===== src/rtl/svi_arr_pkg.sv =====
// Shared types and default sizing for the arrayed-lane reader.
package svi_arr_pkg;

   localparam int DEF_NUM_LANES = 3;
   localparam int DEF_DATA_W    = 8;
   localparam int DEF_CNT_W     = 8;

   typedef enum logic [0:0] {
      IDLE = 1'b0,
      FULL = 1'b1
   } state_t;

   typedef logic [$clog2(DEF_NUM_LANES)-1:0] lane_idx_t;

endpackage


===== src/rtl/svi_rr_arbiter.sv =====
// Combinational round-robin arbiter: first requester at or after ptr wins.
module svi_rr_arbiter #(
   parameter int NUM_LANES = 3,
   parameter int IDX_W     = $clog2(NUM_LANES)
) (
   input  logic [NUM_LANES-1:0] req,
   input  logic [IDX_W-1:0]     ptr,
   output logic [NUM_LANES-1:0] gnt,
   output logic [IDX_W-1:0]     idx,
   output logic                 found
);

   // Scan every lane once, starting at ptr and wrapping at NUM_LANES.
   always_comb begin
      idx   = '0;
      found = 1'b0;
      gnt   = '0;
      for (int k = 0; k < NUM_LANES; k++) begin
         if (!found && req[(int'(ptr) + k) % NUM_LANES]) begin
            found = 1'b1;
            idx   = IDX_W'((int'(ptr) + k) % NUM_LANES);
         end else begin
            found = found;
            idx   = idx;
         end
      end
      for (int i = 0; i < NUM_LANES; i++) begin
         gnt[i] = found && (idx == IDX_W'(i));
      end
   end

endmodule


===== src/rtl/svi_array_reader.sv =====
// Consumer end of the lane bundle: round-robin capture of one word per cycle
// into a tagged output register, with saturating per-lane transfer counters.
module svi_array_reader
   import svi_arr_pkg::*;
#(
   parameter int NUM_LANES = DEF_NUM_LANES,
   parameter int DATA_W    = DEF_DATA_W,
   parameter int CNT_W     = DEF_CNT_W
) (
   input  logic                          clk,
   input  logic                          rst_n,
   input  logic [NUM_LANES*DATA_W-1:0]   lane_data,
   input  logic [NUM_LANES-1:0]          lane_valid,
   output logic [NUM_LANES-1:0]          lane_ready,
   input  logic [NUM_LANES-1:0]          lane_enable,
   output logic [DATA_W-1:0]             out_data,
   output logic [$clog2(NUM_LANES)-1:0]  out_lane,
   output logic                          out_valid,
   input  logic                          out_ready,
   input  logic                          flush,
   input  logic                          cnt_clr,
   output logic [NUM_LANES*CNT_W-1:0]    lane_cnt,
   output logic                          idle
);

   localparam int LW = $clog2(NUM_LANES);
   localparam logic [CNT_W-1:0] CNT_MAX = {CNT_W{1'b1}};

   state_t              state_r, state_s;
   logic [LW-1:0]       rr_ptr_r, rr_ptr_s, gnt_idx_s, out_lane_r;
   logic [DATA_W-1:0]   out_data_r, gnt_data_s;
   logic [NUM_LANES-1:0] req_s, gnt_s;
   logic                gnt_any_s, window_s;
   logic [CNT_W-1:0]    cnt_r [NUM_LANES];

   // Reset is folded in so no lane sees ready while the block is held in reset.
   assign window_s = rst_n & ~flush & ((state_r == IDLE) | out_ready);
   assign req_s    = lane_valid & lane_enable & {NUM_LANES{window_s}};

   svi_rr_arbiter #(
      .NUM_LANES (NUM_LANES),
      .IDX_W     (LW)
   ) u_arb (
      .req   (req_s),
      .ptr   (rr_ptr_r),
      .gnt   (gnt_s),
      .idx   (gnt_idx_s),
      .found (gnt_any_s)
   );

   // One-hot mux of the granted lane's word.
   always_comb begin
      gnt_data_s = '0;
      for (int i = 0; i < NUM_LANES; i++) begin
         gnt_data_s = gnt_data_s | (lane_data[i*DATA_W +: DATA_W] & {DATA_W{gnt_s[i]}});
      end
   end

   // Next state and round-robin pointer; a grant always refills the register.
   always_comb begin
      state_s  = state_r;
      rr_ptr_s = rr_ptr_r;
      if (gnt_any_s) begin
         state_s  = FULL;
         rr_ptr_s = (gnt_idx_s == LW'(NUM_LANES - 1)) ? '0 : gnt_idx_s + LW'(1);
      end else begin
         case (state_r)
            IDLE:    state_s = IDLE;
            FULL:    state_s = (flush || out_ready) ? IDLE : FULL;
            default: state_s = IDLE;
         endcase
      end
   end

   // State, pointer and output register.
   always_ff @(posedge clk or negedge rst_n) begin
      if (!rst_n) begin
         state_r    <= IDLE;
         rr_ptr_r   <= '0;
         out_data_r <= '0;
         out_lane_r <= '0;
      end else begin
         state_r  <= state_s;
         rr_ptr_r <= rr_ptr_s;
         if (gnt_any_s) begin
            out_data_r <= gnt_data_s;
            out_lane_r <= gnt_idx_s;
         end else begin
            out_data_r <= out_data_r;
            out_lane_r <= out_lane_r;
         end
      end
   end

   // Saturating per-lane counters; a clear coinciding with a grant leaves 1.
   always_ff @(posedge clk or negedge rst_n) begin
      if (!rst_n) begin
         for (int i = 0; i < NUM_LANES; i++) begin
            cnt_r[i] <= '0;
         end
      end else begin
         for (int i = 0; i < NUM_LANES; i++) begin
            if (cnt_clr) begin
               cnt_r[i] <= gnt_s[i] ? CNT_W'(1) : '0;
            end else if (gnt_s[i] && (cnt_r[i] != CNT_MAX)) begin
               cnt_r[i] <= cnt_r[i] + CNT_W'(1);
            end else begin
               cnt_r[i] <= cnt_r[i];
            end
         end
      end
   end

   // Flatten counters onto the output bus.
   always_comb begin
      lane_cnt = '0;
      for (int i = 0; i < NUM_LANES; i++) begin
         lane_cnt[i*CNT_W +: CNT_W] = cnt_r[i];
      end
   end

   assign out_valid  = (state_r == FULL);
   assign out_data   = out_data_r;
   assign out_lane   = out_lane_r;
   assign lane_ready = gnt_s;
   assign idle       = ~rst_n | ((state_r == IDLE) & ~(|(lane_valid & lane_enable)));

endmodule


===== config.mk =====
export PLATFORM = sky130hd
export DESIGN_NAME = svi_array_reader
export DESIGN_NICKNAME = d
export VERILOG_FILES = /design/src/rtl/svi_arr_pkg.sv /design/src/rtl/svi_rr_arbiter.sv /design/src/rtl/svi_array_reader.sv
export SDC_FILE = /design/constraint.sdc
export NUM_CORES = 1
export LEC_CHECK = 0
export ABC_CLOCK_PERIOD_IN_PS = 2500
export CELL_PAD_IN_SITES_DETAIL_PLACEMENT = 0
export CELL_PAD_IN_SITES_GLOBAL_PLACEMENT = 1
export CORE_MARGIN = 10
export CORE_UTILIZATION = 31
export DETAILED_ROUTE_END_ITERATION = 10
export HOLD_SLACK_MARGIN = 0.03
export PLACE_DENSITY_LB_ADDON = 0.3
export SYNTH_ARGS = -nofsm -noshare
export SYNTH_HDL_FRONTEND = slang
export SYNTH_SLANG_ARGS = --single-unit
export TNS_END_PERCENT = 50

===== constraint.sdc =====
create_clock -name clk -period 2.5 [get_ports clk]
set_clock_uncertainty 0.05 [all_clocks]
set_input_delay 0.375 -clock clk [delete_from_list [all_inputs] [get_ports clk]]
set_output_delay 0.375 -clock clk [all_outputs]
set_load 0.005 [all_outputs]

# After elaboration in Yosys (flattened, before gate mapping)

Cells that the tools add are included.

Output and inout port bits: 39
Register bits: 37
Logic and storage cells: 84

Div/mod/pow operators: 3
Add/sub/neg operators: 6
Bitwise logic cells: 16
Muxes and demuxes: 28
Order comparisons: 3
Reduce and logical (&&, ||, !) cells: 16
Eq/ne operators: 5

Operators with widths:

| kind                  | count |
|---|---|
| $lt 32x4->1 const B   | 3 |
| $mod 32x3->32 const B | 2 |
| $mux 8                | 6 |
| $mod 3x3->32 const B  | 1 |
| $add 8x1->8 const B   | 3 |
| $and 8x8->8           | 3 |
| $ne 8x8->1 const B    | 3 |
| $or 8x8->8            | 2 |
| $mux 1                | 14 |
| $logic_and 1x1->1     | 8 |
| $mux 2                | 4 |
| $and 3x3->3           | 2 |
| $bmux 1 s2            | 3 |
| $reduce_bool 2->1     | 3 |
| $not 1->1             | 4 |
| $add 2x1->3 const B   | 1 |
| $add 2x2->3 const B   | 1 |
| $and 1x1->1           | 3 |
| $reduce_or 3->1       | 1 |
| $add 2x1->2 const B   | 1 |
| $eq 2x1->1 const B    | 1 |
| $eq 2x2->1 const B    | 1 |
| $logic_not 1->1       | 2 |
| $logic_not 2->1       | 1 |
| other kinds (3)       | 4 |

# Logic depth before layout (Yosys ltp)

Gate-level depths: netlist (run 1).

Word-level depth: 19
Gate-level depth with buffers: 10

# Cells and area by module

Synthesis (run 1) repeated with hierarchy kept, for this count alone.

Cell total of the unflattened synthesis: 251
Area total of the unflattened synthesis: 2,369.8 um^2

By module, submodules not included:

| module           | cells each | area each (um^2) | times used | sequential area each (um^2) |
|---|---|---|---|---|
| svi_array_reader | 206        | 2,043.2          | 1          | 925.9 |
| svi_rr_arbiter   | 45         | 326.6            | 1          | 0.0 |

# Worst setup path after synthesis (run 1)

OpenSTA, ideal clock, no wires.

Kind: register to register
From: reg rr_ptr_r[0]
To: reg cnt_r, in the netlist lane_cnt[12]
Cell stages (with the launch flop): 10
Arrival time: 2.294 ns
Slack: 0.090 ns
Buffers on the path: 1
Data required time: 2.384 ns
Cells stage by stage: dfrtp_1 -> inv_1 -> ha_1 -> buf_4 -> nand2_1 -> or3_1 -> a211oi_2 -> o21ai_2 -> or4_1 -> nand2_1

Cells in the longest elaborated chain, start to end: 15
Elaborated cells between the ends (all ways): 28

Ends and longest elaborated chain:

| item                                                                   | RTL line                | source |
|---|---|---|
| start, declared                                                        | svi_array_reader.sv:30  | `logic [LW-1:0] rr_ptr_r, rr_ptr_s, gnt_idx_s, out_lane_r;` |
| start signal, assigned                                                 | svi_array_reader.sv:84  | `rr_ptr_r <= rr_ptr_s;` |
| parallel branches: the longest is 12 deep, another holds $mod 32x3->32 | --                      |  |
| $logic_and 1x1->1 *                                                    | svi_rr_arbiter.sv:28    | `gnt[i] = found && (idx == IDX_W'(i));` |
| $logic_and 1x1->1 *                                                    | svi_array_reader.sv:105 | `end else if (gnt_s[i] && (cnt_r[i] != CNT_MAX)) begin` |
| $reduce_bool 2->1 (no line) *                                          | --                      |  |
| end signal, assigned by index                                          | svi_array_reader.sv:104 | `cnt_r[i] <= gnt_s[i] ? CNT_W'(1) : '0;` |
| end signal, assigned by index                                          | svi_array_reader.sv:106 | `cnt_r[i] <= cnt_r[i] + CNT_W'(1);` |
| end signal, assigned by index                                          | svi_array_reader.sv:108 | `cnt_r[i] <= cnt_r[i];` |
| end, declared                                                          | svi_array_reader.sv:34  | `logic [CNT_W-1:0] cnt_r [NUM_LANES];` |

Mark *: on every way between the ends. The select of a mux whose other input is x is not followed.
A chain may end at the register's enable or synchronous reset.

# Worst setup path after layout (run 1)

From: reg rr_ptr_r[0]
To: out lane_ready[1]

Cells in the longest elaborated chain, start to end: 13
Elaborated cells between the ends (all ways): 26

Ends and longest elaborated chain:

| item                                                                   | RTL line               | source |
|---|---|---|
| parallel branches: the longest is 12 deep, another holds $mod 32x3->32 | --                     |  |
| $logic_and 1x1->1 *                                                    | svi_rr_arbiter.sv:28   |  |
| end, declared                                                          | svi_array_reader.sv:14 | `output logic [NUM_LANES-1:0] lane_ready,` |

Marked as above.

==> impl_metrics.yaml, run 1 <==
outcome:
  status: "finished, violations left"
  violations: "setup timing"
power_and_ir_drop:
  p_int_uw: 2047
  sequentialPowerShare_pct: 25.7
  vdd_drop_max_v: 0.0003216
  p_per_area_nw_per_um2: 818.6
  combPwrFrac_pct: 56.8
  switching_power_uw: 1088
  clkPwrFrac_pct: 17.5
  p_leak_uw: 0.001612
  switching_share_pct: 34.71
synthesis:
  synth_xor_area_share_pct: 1.565
  synthMuxAreaShare_pct: 0.8944
  synth-simple-area-share_pct: 23.14
  seq_area_frac_synth_pct: 41.36
  yosys_warnings: 0
  synth_top_family_by_area: "compound AO/OA/AOI/OAI gates"
  synth_edf_count: 0
  netlist_area_um2: 2238
  ys_ff_latch: 37
  yosysTopAreaCell: "dfrtp_1"
  synth.distinct_cells: 55
  synthAdderAreaFrac_pct: 3.354
  synth_fp_nets: 286
  yosys.area.top_type_share_pct: 41.36
  synth_most_common_cell: "dfrtp_1"
  synth_common_cells: "dfrtp_1, nand2_1, a21oi_1, o21ai_0, nand3_1"
  synthTopCellsByArea: "dfrtp_1, a21oi_1, nand2_1"
  postSynthCellCount: 245
  synth_compound_area_share_pct: 26.27
  yosys_most_used_dff: "dfrtp_1"
  synthArstFlopShare_pct: 100.0
  syn_area_per_cell_um2: 9.136
clocking:
  clk_pin_slew_ns: 0.08
  cts_max_path_buffers: 2
  cts_tree: "yes"
  clock_latency_ns: 0.29
  hold_buffers: 0
  cts_buffers: 5
  root_buffer: "clkbuf_8"
  cts_sinks: 37
  htree_num_levels: 2
setup_path:
  r2r_setup_slack_ns: 0.01
  cp.depth: 9
  cp_slowest_cell: "dfrtp_1"
  cp.arrival_ns: 2.14
  cp_cell_sequence: "buf_6, ha_4, a31o_1, a221o_1, buf_6, a211oi_4, nor2_2, inv_2, buf_6"
  start_kind: "flop"
  path_buf_inv: 4
  r2r-start: "rr_ptr_r[0]$_DFFE_PN0P_"
  critPathMostFrequentCell: "buf_6"
  crit_fanout: 4
  critPathLaunch: "rr_ptr_r[0]$_DFFE_PN0P_"
  critPathMaxStageDelay_ns: 0.40
  r2r-end: "lane_cnt[13]$_DFFE_PN0P_"
  setup.worst_path.end: "lane_ready[1]"
  end_kind: "output port"
  worstSetupPathType: "reg2out"
  required_ns: 2.08
  crit_family: "compound AO/OA/AOI/OAI gates"
  r2r_cells: 10
routing:
  vias: 2430
  drt-total-wl_mm: 7.884
  routed_via_density: 5.084
  drc: 0
  dr.pass1.iters: 4
  ant_nets: 0
  drtIter0Drc: 109
  avgRoutedWirePerCell_um: 16.49
sta:
  drv_slew: 0
  min_period_over_period_pct: 102.6
  setup_slack_ns: -0.06510
  hold_violations: 0
  rsz0062_at_grt: "true"
  tightest_slew_ns: 0.6007
  relSlewSlack_pct: 59.96
  holdWs_ns: 0.1388
  setup_tns_ns: -0.1275
  fin_crit_ns: 2.565
  timing.fmax_mhz: 389.8
  setup_viol: 2
global_routing:
  grt_overflow_total: 0
  grt_pass1_vias: 2502
  grt_max_degree: 39
  grt_pass1_wl_mm: 12.65
  antenna_found_initial: 0
  track_usage_pct: 13.73
job:
  cap_violations: 0
layout:
  finalNetCount: 422
  fin_cells: 478
  syn_to_final_growth_pct: 71.10
  fill_cells: 665
  diodes: 0
  drive_gt1_share_pct: 28.27
floorplanning:
  dieArea_um2: 11020
  die_h_um: 105.0
  ios: 74
  start_util_pct: 32.41
  core_area_um2: 6907
  fp.dieW_um: 105.0
  num_rows: 30
placed_design:
  place_congestion: 0.8604
  dp_cells: 450
  dpl.hpwl_mm: 5.490
  place.port_buffers: 73
hold_path:
  hold_class: "in2async"
registers in the layout (all words and copies together), names as in the netlist:
name	cells
out_data	8
rr_ptr_r	2
out_valid	1
lane_cnt	24
out_lane	2
worst min path at each step:
stage                                     endpoint  slack, ns
after CTS                 lane_cnt[17]$_DFFE_PN0P_       0.15
after floorplan            lane_cnt[0]$_DFFE_PN0P_       0.03
final                     lane_cnt[17]$_DFFE_PN0P_       0.14
after global placement     out_lane[1]$_DFFE_PN0P_       0.42
after global routing      lane_cnt[17]$_DFFE_PN0P_       0.17
after detailed placement   out_lane[1]$_DFFE_PN0P_       0.42
through the flow:
stage / total power, uW / worst slack (ns) / area, um2 / utilization [%]
after global placement: 2160 / -0.3724 / 3372 / 48.82
after global routing: 3347 / -0.1613 / 3830 / 55.45
final: 3135 / -0.06510 / 3830 / 55.45
after CTS: 3014 / -0.1137 / 3734 / 54.06
after floorplan: 1429 / 0.09008 / 2238 / -
after detailed placement: 2163 / -0.4619 / 3372 / 48.82
logic make-up after synthesis:
logic type | count (synthesis)
xor gates and xnor gates | 4
and+or+nand+nor | 97
buffers and inverters | 17
DFF | 37
adders and majority gates | 6
AOI/OAI and AO/OA | 82
muxes | 2
per-layer routing:
| metal | track usage [%] | vias to the layer above | routed length [um] |
|---|---|---|---|
| met1 | 16.94 | 1174 | 3541 |
| met5 | 0 | - | 0 |
| met2 | 22.73 | 52 | 3841 |
| met4 | 4.510 | 0 | 136 |
| li1 | - | 1192 | - |
| met3 | 3.501 | 12 | 365 |
cells in the final DEF (no fill, tap or decap), drive strengths merged, types with 7 or more instances in the layout:
| cell | synthesis | routed |
|---|---|---|
| clkdlybuf4s50 | 0 | 68 |
| o211ai | 6 | 7 |
| clkbuf | 5 | 8 |
| and3 | 7 | 7 |
| dfrtp | 37 | 37 |
| a21oi | 24 | 24 |
| inv | 9 | 9 |
| a221oi | 10 | 10 |
| nand3 | 12 | 12 |
| nor2 | 9 | 9 |
| nand2b | 9 | 9 |
| o21ai | 15 | 15 |
| nand2 | 25 | 25 |
| or3 | 9 | 9 |
| nor2b | 10 | 10 |
| buf | 3 | 66 |
what timing repair did:
action | CTS | global route
setup endpoints to repair | 20 | 27
endpoints found under the hold margin | 0 | 0
pin swaps | 13 | 14
buffers inserted | 16 | 6
resized for setup | 39 | 17
gates cloned | 0 | 1
power by group through the flow:
| stage | combinational (uW) | clock [uW] | sequential (uW) |
|---|---|---|---|
| global placement | 1350 | 0 | 808 |
| global route | 1940 | 584 | 823 |
| CTS | 1640 | 563 | 806 |
| floorplan | 626 | 0 | 803 |
| detailed placement | 1350 | 0 | 810 |
| finish | 1780 | 549 | 806 |
cell type report:
type / count / area [um2] / share of cell area (%)
clock buffers: 7 / 86.33 / 2.254
clock inverters: 1 / 30.03 / 0.7841
inverters: 9 / 33.78 / 0.8821
multi-input cells: 192 / 1414 / 36.92
flip-flops and latches: 37 / 927.1 / 24.21
well taps: 96 / 120.1 / 3.136
repair buffers: 136 / 1219 / 31.82
(Power assumes the default switching activity.)
==> run 2, diff against run 1 <==
--- a/config.mk
+++ b/config.mk
@@ -8,11 +8,14 @@
 export ABC_CLOCK_PERIOD_IN_PS = 2500
 export CELL_PAD_IN_SITES_DETAIL_PLACEMENT = 0
 export CELL_PAD_IN_SITES_GLOBAL_PLACEMENT = 1
+export CORE_ASPECT_RATIO = 2
 export CORE_MARGIN = 10
 export CORE_UTILIZATION = 31
 export DETAILED_ROUTE_END_ITERATION = 10
+export GPL_TIMING_DRIVEN = 0
 export HOLD_SLACK_MARGIN = 0.03
 export PLACE_DENSITY_LB_ADDON = 0.3
+export RECOVER_POWER = 50
 export SYNTH_ARGS = -nofsm -noshare
 export SYNTH_HDL_FRONTEND = slang
 export SYNTH_SLANG_ARGS = --single-unit
==> impl_metrics.yaml, run 2 (same netlist as run 1, synthesis figures left out) <==
outcome:
  status: "finished, violations left"
  violations: "setup timing"
global_routing:
  grt_use_met2_pct: 29.49
  use_met1_pct: 14.07
  grt_pass1_wl_mm: 13.41
  track_usage_pct: 14.96
  grt_overflow_total: 0
  antenna_found_initial: 0
  grt_max_degree: 25
  grtUsageMet3_pct: 3.590
  grt_pass1_vias: 2628
  top_usage_layer: "met2"
routing:
  drtIter0Drc: 175
  ant_nets: 0
  dr.pass1.iters: 4
  vias: 2452
  drt-total-wl_mm: 8.438
  routed_via_density: 5.365
  avgRoutedWirePerCell_um: 18.46
  drc: 0
setup_path:
  r2r_cells: 11
  r2r-start: "rr_ptr_r[0]$_DFFE_PN0P_"
  start_kind: "flop"
  r2r-end: "out_data[3]$_DFFE_PN0P_"
  worstSetupPathType: "reg2out"
  r2r_setup_slack_ns: -0.12
  required_ns: 2.08
  end_kind: "output port"
  cp.arrival_ns: 2.20
  crit_fanout: 4
power_and_ir_drop:
  sequentialPowerShare_pct: 25.5
  p_per_area_nw_per_um2: 799.0
  vdd_drop_max_v: 0.0005876
  p_leak_uw: 0.001581
  clkPwrFrac_pct: 19.8
  switching_share_pct: 36.03
  combPwrFrac_pct: 54.7
  p_int_uw: 2012
  switching_power_uw: 1133
layout:
  syn_to_final_growth_pct: 75.91
  largest_reg_flops: 24
  layout_common_cells: "clkdlybuf4s50_1, dfrtp_1, buf_4"
  drive_gt1_share_pct: 30.25
  finalNetCount: 408
  final_common_cell: "clkdlybuf4s50_1"
  finalInstanceArea_um2: 3938
  fill_cells: 637
  diodes: 0
floorplanning:
  num_rows: 43
  die_h_um: 140.2
  dieArea_um2: 11230
  fp.dieW_um: 80.09
  core_area_um2: 6994
  ios: 74
  start_util_pct: 32.00
clocking:
  clk_pin_slew_ns: 0.06
  cts_buffers: 5
  root_buffer: "clkbuf_16"
  clock_latency_ns: 0.28
  htree_num_levels: 2
  cts_sinks: 37
  cts_max_path_buffers: 2
  cts_tree: "yes"
sta:
  setup_viol: 23
  setup_slack_ns: -0.1244
  timing.fmax_mhz: 381.0
  setup_tns_ns: -1.625
  fin_crit_ns: 2.624
  min_period_over_period_pct: 105.0
  drv_slew: 0
  relSlewSlack_pct: 51.42
  rsz0062_at_grt: "true"
  hold_violations: 0
  tightest_slew_ns: 0.7264
placed_design:
  place.port_buffers: 73
  placed_area_um2: 3097
  place_congestion: 0.8640
  dpl.hpwl_mm: 5.910
hold_path:
  hold-path-endpoint: "out_lane[1]$_DFFE_PN0P_"
  hold_class: "reg2reg"
  hold_start: "out_lane[1]$_DFFE_PN0P_"
  worstHoldPathCells: 2
job:
  cap_violations: 0
run 2: cell types whose count changed in the layout (fill, tap and decap cells not counted), sizes merged:
cell / previous run / this run
buf: 66 / 47
dlygate4sd3: 0 / 6
clkbuf: 8 / 12
clkdlybuf4s50: 68 / 65
bufinv: 1 / 0
dlygate4sd2: 1 / 0
o211ai: 7 / 6
run 2: metrics by stage:
step	setup slack [ns]	power, uW	utilization, %	hold slack, ns	std cells
floorplan	0.09008	1429	-	0.02941	245
global placement	-2.058	1891	44.06	0.4095	408
detailed placement	-0.7222	1917	44.28	0.2842	409
CTS	-0.1578	2993	53.61	0.4391	449
global route	-0.1864	3329	56.30	0.4900	457
finish	-0.1244	3146	56.30	0.4441	457
run 2: worst max path at each step:
stage,start,slack (ns),depth (start not counted),to
2_1_floorplan,rr_ptr_r[0]$_DFFE_PN0P_,0.09,9,lane_cnt[12]$_DFFE_PN0P_
3_3_place_gp,rst_n,-2.06,7,lane_ready[1]
3_5_place_dp,lane_valid[1],-0.72,7,out_data[6]$_DFFE_PN0P_
4_1_cts,rr_ptr_r[1]$_DFFE_PN0P_,-0.16,9,lane_ready[1]
5_1_grt,rr_ptr_r[0]$_DFFE_PN0P_,-0.19,11,lane_cnt[20]$_DFFE_PN0P_
6_report,rr_ptr_r[0]$_DFFE_PN0P_,-0.12,9,lane_ready[1]
run 2: cell type report:
class,instances,area (um2),share of cell area [%]
repair buffers,119,1172,29.77
well taps,90,112.6,2.860
multi-input cells,191,1533,38.93
plain buffers,4,17.52,0.4449
inverters,9,33.78,0.8580
flip-flops and latches,37,925.9,23.51
clock buffers,7,142.6,3.622
run 2: power by group through the flow:
stage               logic, uW  clock network (uW)  registers [uW]
finish                   1720                 624             801
global placement         1090                   0             800
detailed placement       1110                   0             808
floorplan                 626                   0             803
global route             1850                 665             818
CTS                      1550                 639             802
run 2: worst max-delay path: stages, from the launching register on:
cell and delay [ns]:
dfrtp_1 0.40, buf_6 0.13, ha_4 0.16, buf_4 0.14
or3_4 0.40, buf_6 0.13, a211oi_4 0.29, nor2_2 0.09
inv_2 0.08, buf_6 0.09
run 2: what timing repair did:
action | 4_1_cts | 5_1_grt
pin swaps | 20 | 31
resized for setup | 68 | 32
hold endpoints to repair | 14 | 0
buffers inserted | 36 | 11
endpoints found under the setup margin | 30 | 33
hold buffers | 2 | 0
run 2: layer usage:
layer | vias up | part of all wire, %
met5 | - | 0
met4 | 0 | 2.5
met3 | 16 | 5.4
met2 | 80 | 58
met1 | 1191 | 34
li1 | 1165 | -
==> run 3, diff against run 2 <==
--- a/config.mk
+++ b/config.mk
@@ -5,12 +5,12 @@
 export SDC_FILE = /design/constraint.sdc
 export NUM_CORES = 1
 export LEC_CHECK = 0
-export ABC_CLOCK_PERIOD_IN_PS = 2500
+export ABC_CLOCK_PERIOD_IN_PS = 3100
 export CELL_PAD_IN_SITES_DETAIL_PLACEMENT = 0
 export CELL_PAD_IN_SITES_GLOBAL_PLACEMENT = 1
 export CORE_ASPECT_RATIO = 2
 export CORE_MARGIN = 10
-export CORE_UTILIZATION = 31
+export CORE_UTILIZATION = 36
 export DETAILED_ROUTE_END_ITERATION = 10
 export GPL_TIMING_DRIVEN = 0
 export HOLD_SLACK_MARGIN = 0.03
==> constraint.sdc (replaced) <==
create_clock -name clk -period 3.1 [get_ports clk]
set_clock_uncertainty 0.05 [all_clocks]
set_input_delay 0.465 -clock clk [delete_from_list [all_inputs] [get_ports clk]]
set_output_delay 0.465 -clock clk [all_outputs]
set_load 0.005 [all_outputs]
==> impl_metrics.yaml, run 3 (same netlist as run 1, synthesis figures left out) <==
outcome:
  status: "complete, no violations"
layout:
  layout_common_cells: "clkdlybuf4s50_1, dfrtp_1, nand2_1"
  finalNetCount: 372
  final-seq-area_um2: 925.9
  finalInstanceArea_um2: 3287
  syn_to_final_growth_pct: 46.84
  final_util_pct: 54.73
  drive_gt1_share_pct: 9.668
  multiInputGateArea_um2: 1279
  largest_reg_flops: 24
  diodes: 0
  fill_cells: 586
  final_common_cell: "clkdlybuf4s50_1"
placed_design:
  placed_area_um2: 3063
  dpl.hpwl_mm: 5.518
  place_congestion: 0.8162
  place.port_buffers: 73
  dpl_worst_slack_ns: -0.2711
power_and_ir_drop:
  clkPwrFrac_pct: 25.1
  combPwrFrac_pct: 44.0
  sequentialPowerShare_pct: 30.9
  fin_total_pwr_uw: 2060
  vdd_drop_max_v: 0.0003778
  p_int_uw: 1321
  p_per_area_nw_per_um2: 626.7
  switching_power_uw: 739.0
  switching_share_pct: 35.88
  p_leak_uw: 0.001382
setup_path:
  critPathLaunch: "rr_ptr_r[0]$_DFFE_PN0P_"
  cp.arrival_ns: 2.50
  cp_cell_sequence: "inv_1, ha_1, buf_4, nand2_2, or3_4, a211o_4, and3_2, dlygate4sd2_1"
  required_ns: 2.58
  start_kind: "flop"
  end_kind: "output port"
  crit_fanout: 9
  r2r-start: "rr_ptr_r[0]$_DFFE_PN0P_"
  cp_slowest_cell: "dfrtp_1"
  critPathMaxStageDelay_ns: 0.37
  worstSetupPathType: "reg2out"
hold_path:
  hold_class: "in2async"
floorplanning:
  num_rows: 40
  core_area_um2: 6006
  start_util_pct: 37.27
  ios: 74
  fp.dieW_um: 75.76
  dieArea_um2: 9963
  die_h_um: 131.5
sta:
  setup_tns_ns: 0
  relSlewSlack_pct: 56.82
  hold_violations: 0
  drv_slew: 0
  min_period_over_period_pct: 97.41
  tightest_slew_ns: 0.6433
  timing.fmax_mhz: 331.2
  fin_crit_ns: 3.020
  setup_viol: 0
  setup_slack_ns: 0.08038
global_routing:
  grt_overflow_total: 0
  antenna_found_initial: 0
  grt_pass1_vias: 2348
  grt_max_degree: 26
  grt_pass1_wl_mm: 11.67
  track_usage_pct: 15.01
routing:
  drt-total-wl_mm: 7.258
  dr.pass1.iters: 4
  drtIter0Drc: 83
  vias: 2275
  ant_nets: 0
  avgRoutedWirePerCell_um: 18.42
  drc: 0
  routed_via_density: 5.774
clocking:
  htree_num_levels: 2
  clk_pin_slew_ns: 0.06
  cts_sinks: 37
  cts_max_path_buffers: 2
  root_buffer: "clkbuf_16"
  cts_buffers: 5
  cts_tree: "yes"
  clock_latency_ns: 0.29
job:
  cap_violations: 0
[run 3: cell type report]
class	instances	area share (%)
Inverter	9	1.028
Clock buffer	7	4.340
Tap cell	63	2.398
Multi-Input combinational cell	191	38.90
Timing Repair Buffer	80	23.98
Buffer	7	1.180
Sequential cell	37	28.17
[run 3: what timing repair did]
item | in CTS | in global routing
endpoints found under the setup margin | 3 | 1
buffers inserted | 5 | 0
gates resized for setup | 8 | 6
hold buffers | 0 | 1
endpoints found under the hold margin | 0 | 13
pin swaps | 4 | 0
[run 3: final timing paths]
check,end,slack (ns),depth (start not counted)
setup / recovery,lane_ready[0],0.08,8
hold / removal,out_valid$_DFF_PN0_,0.17,2
setup reg to reg,lane_cnt[12]$_DFFE_PN0P_,0.37,10
hold reg to reg,out_lane[1]$_DFFE_PN0P_,0.42,2
max in group asynchronous,lane_cnt[8]$_DFFE_PN0P_,1.78,2
min in group clk,out_lane[1]$_DFFE_PN0P_,0.42,2
[run 3: worst max-delay path: cells and delay by family, from the launching register on]
family                     cells  cell delay, ns
AOI/OAI and AO/OA              1            0.37
buffers and inverters          3            0.52
DFF                            1            0.37
adders and majority gates      1            0.27
and+or+nand+nor                3            0.69
[run 3: per-layer routing]
metal,vias to the layer above,track usage [%],wire length [um],part of all wire (%)
li1,1092,-,-,-
met5,-,0,0,0
met3,18,5.581,604,8.3
met2,81,26.18,3790,52
met4,0,7.692,227,3.1
met1,1084,14.34,2636,36
[run 3: stage by stage]
stage          hold slack (ns)  std cells
6_report                0.1706        394
5_1_grt                 0.2020        394
4_1_cts                0.04436        394
3_5_place_dp            0.3560        382
3_3_place_gp            0.4087        381
2_1_floorplan           0.1194        245
[run 3: power groups by stage]
stage	sequential, uW	combinational (uW)	clock (uW)
after detailed placement	649	888	0
after CTS	641	920	527
after global routing	650	1010	540
final	636	907	517
after floorplan	647	505	0
after global placement	646	874	0
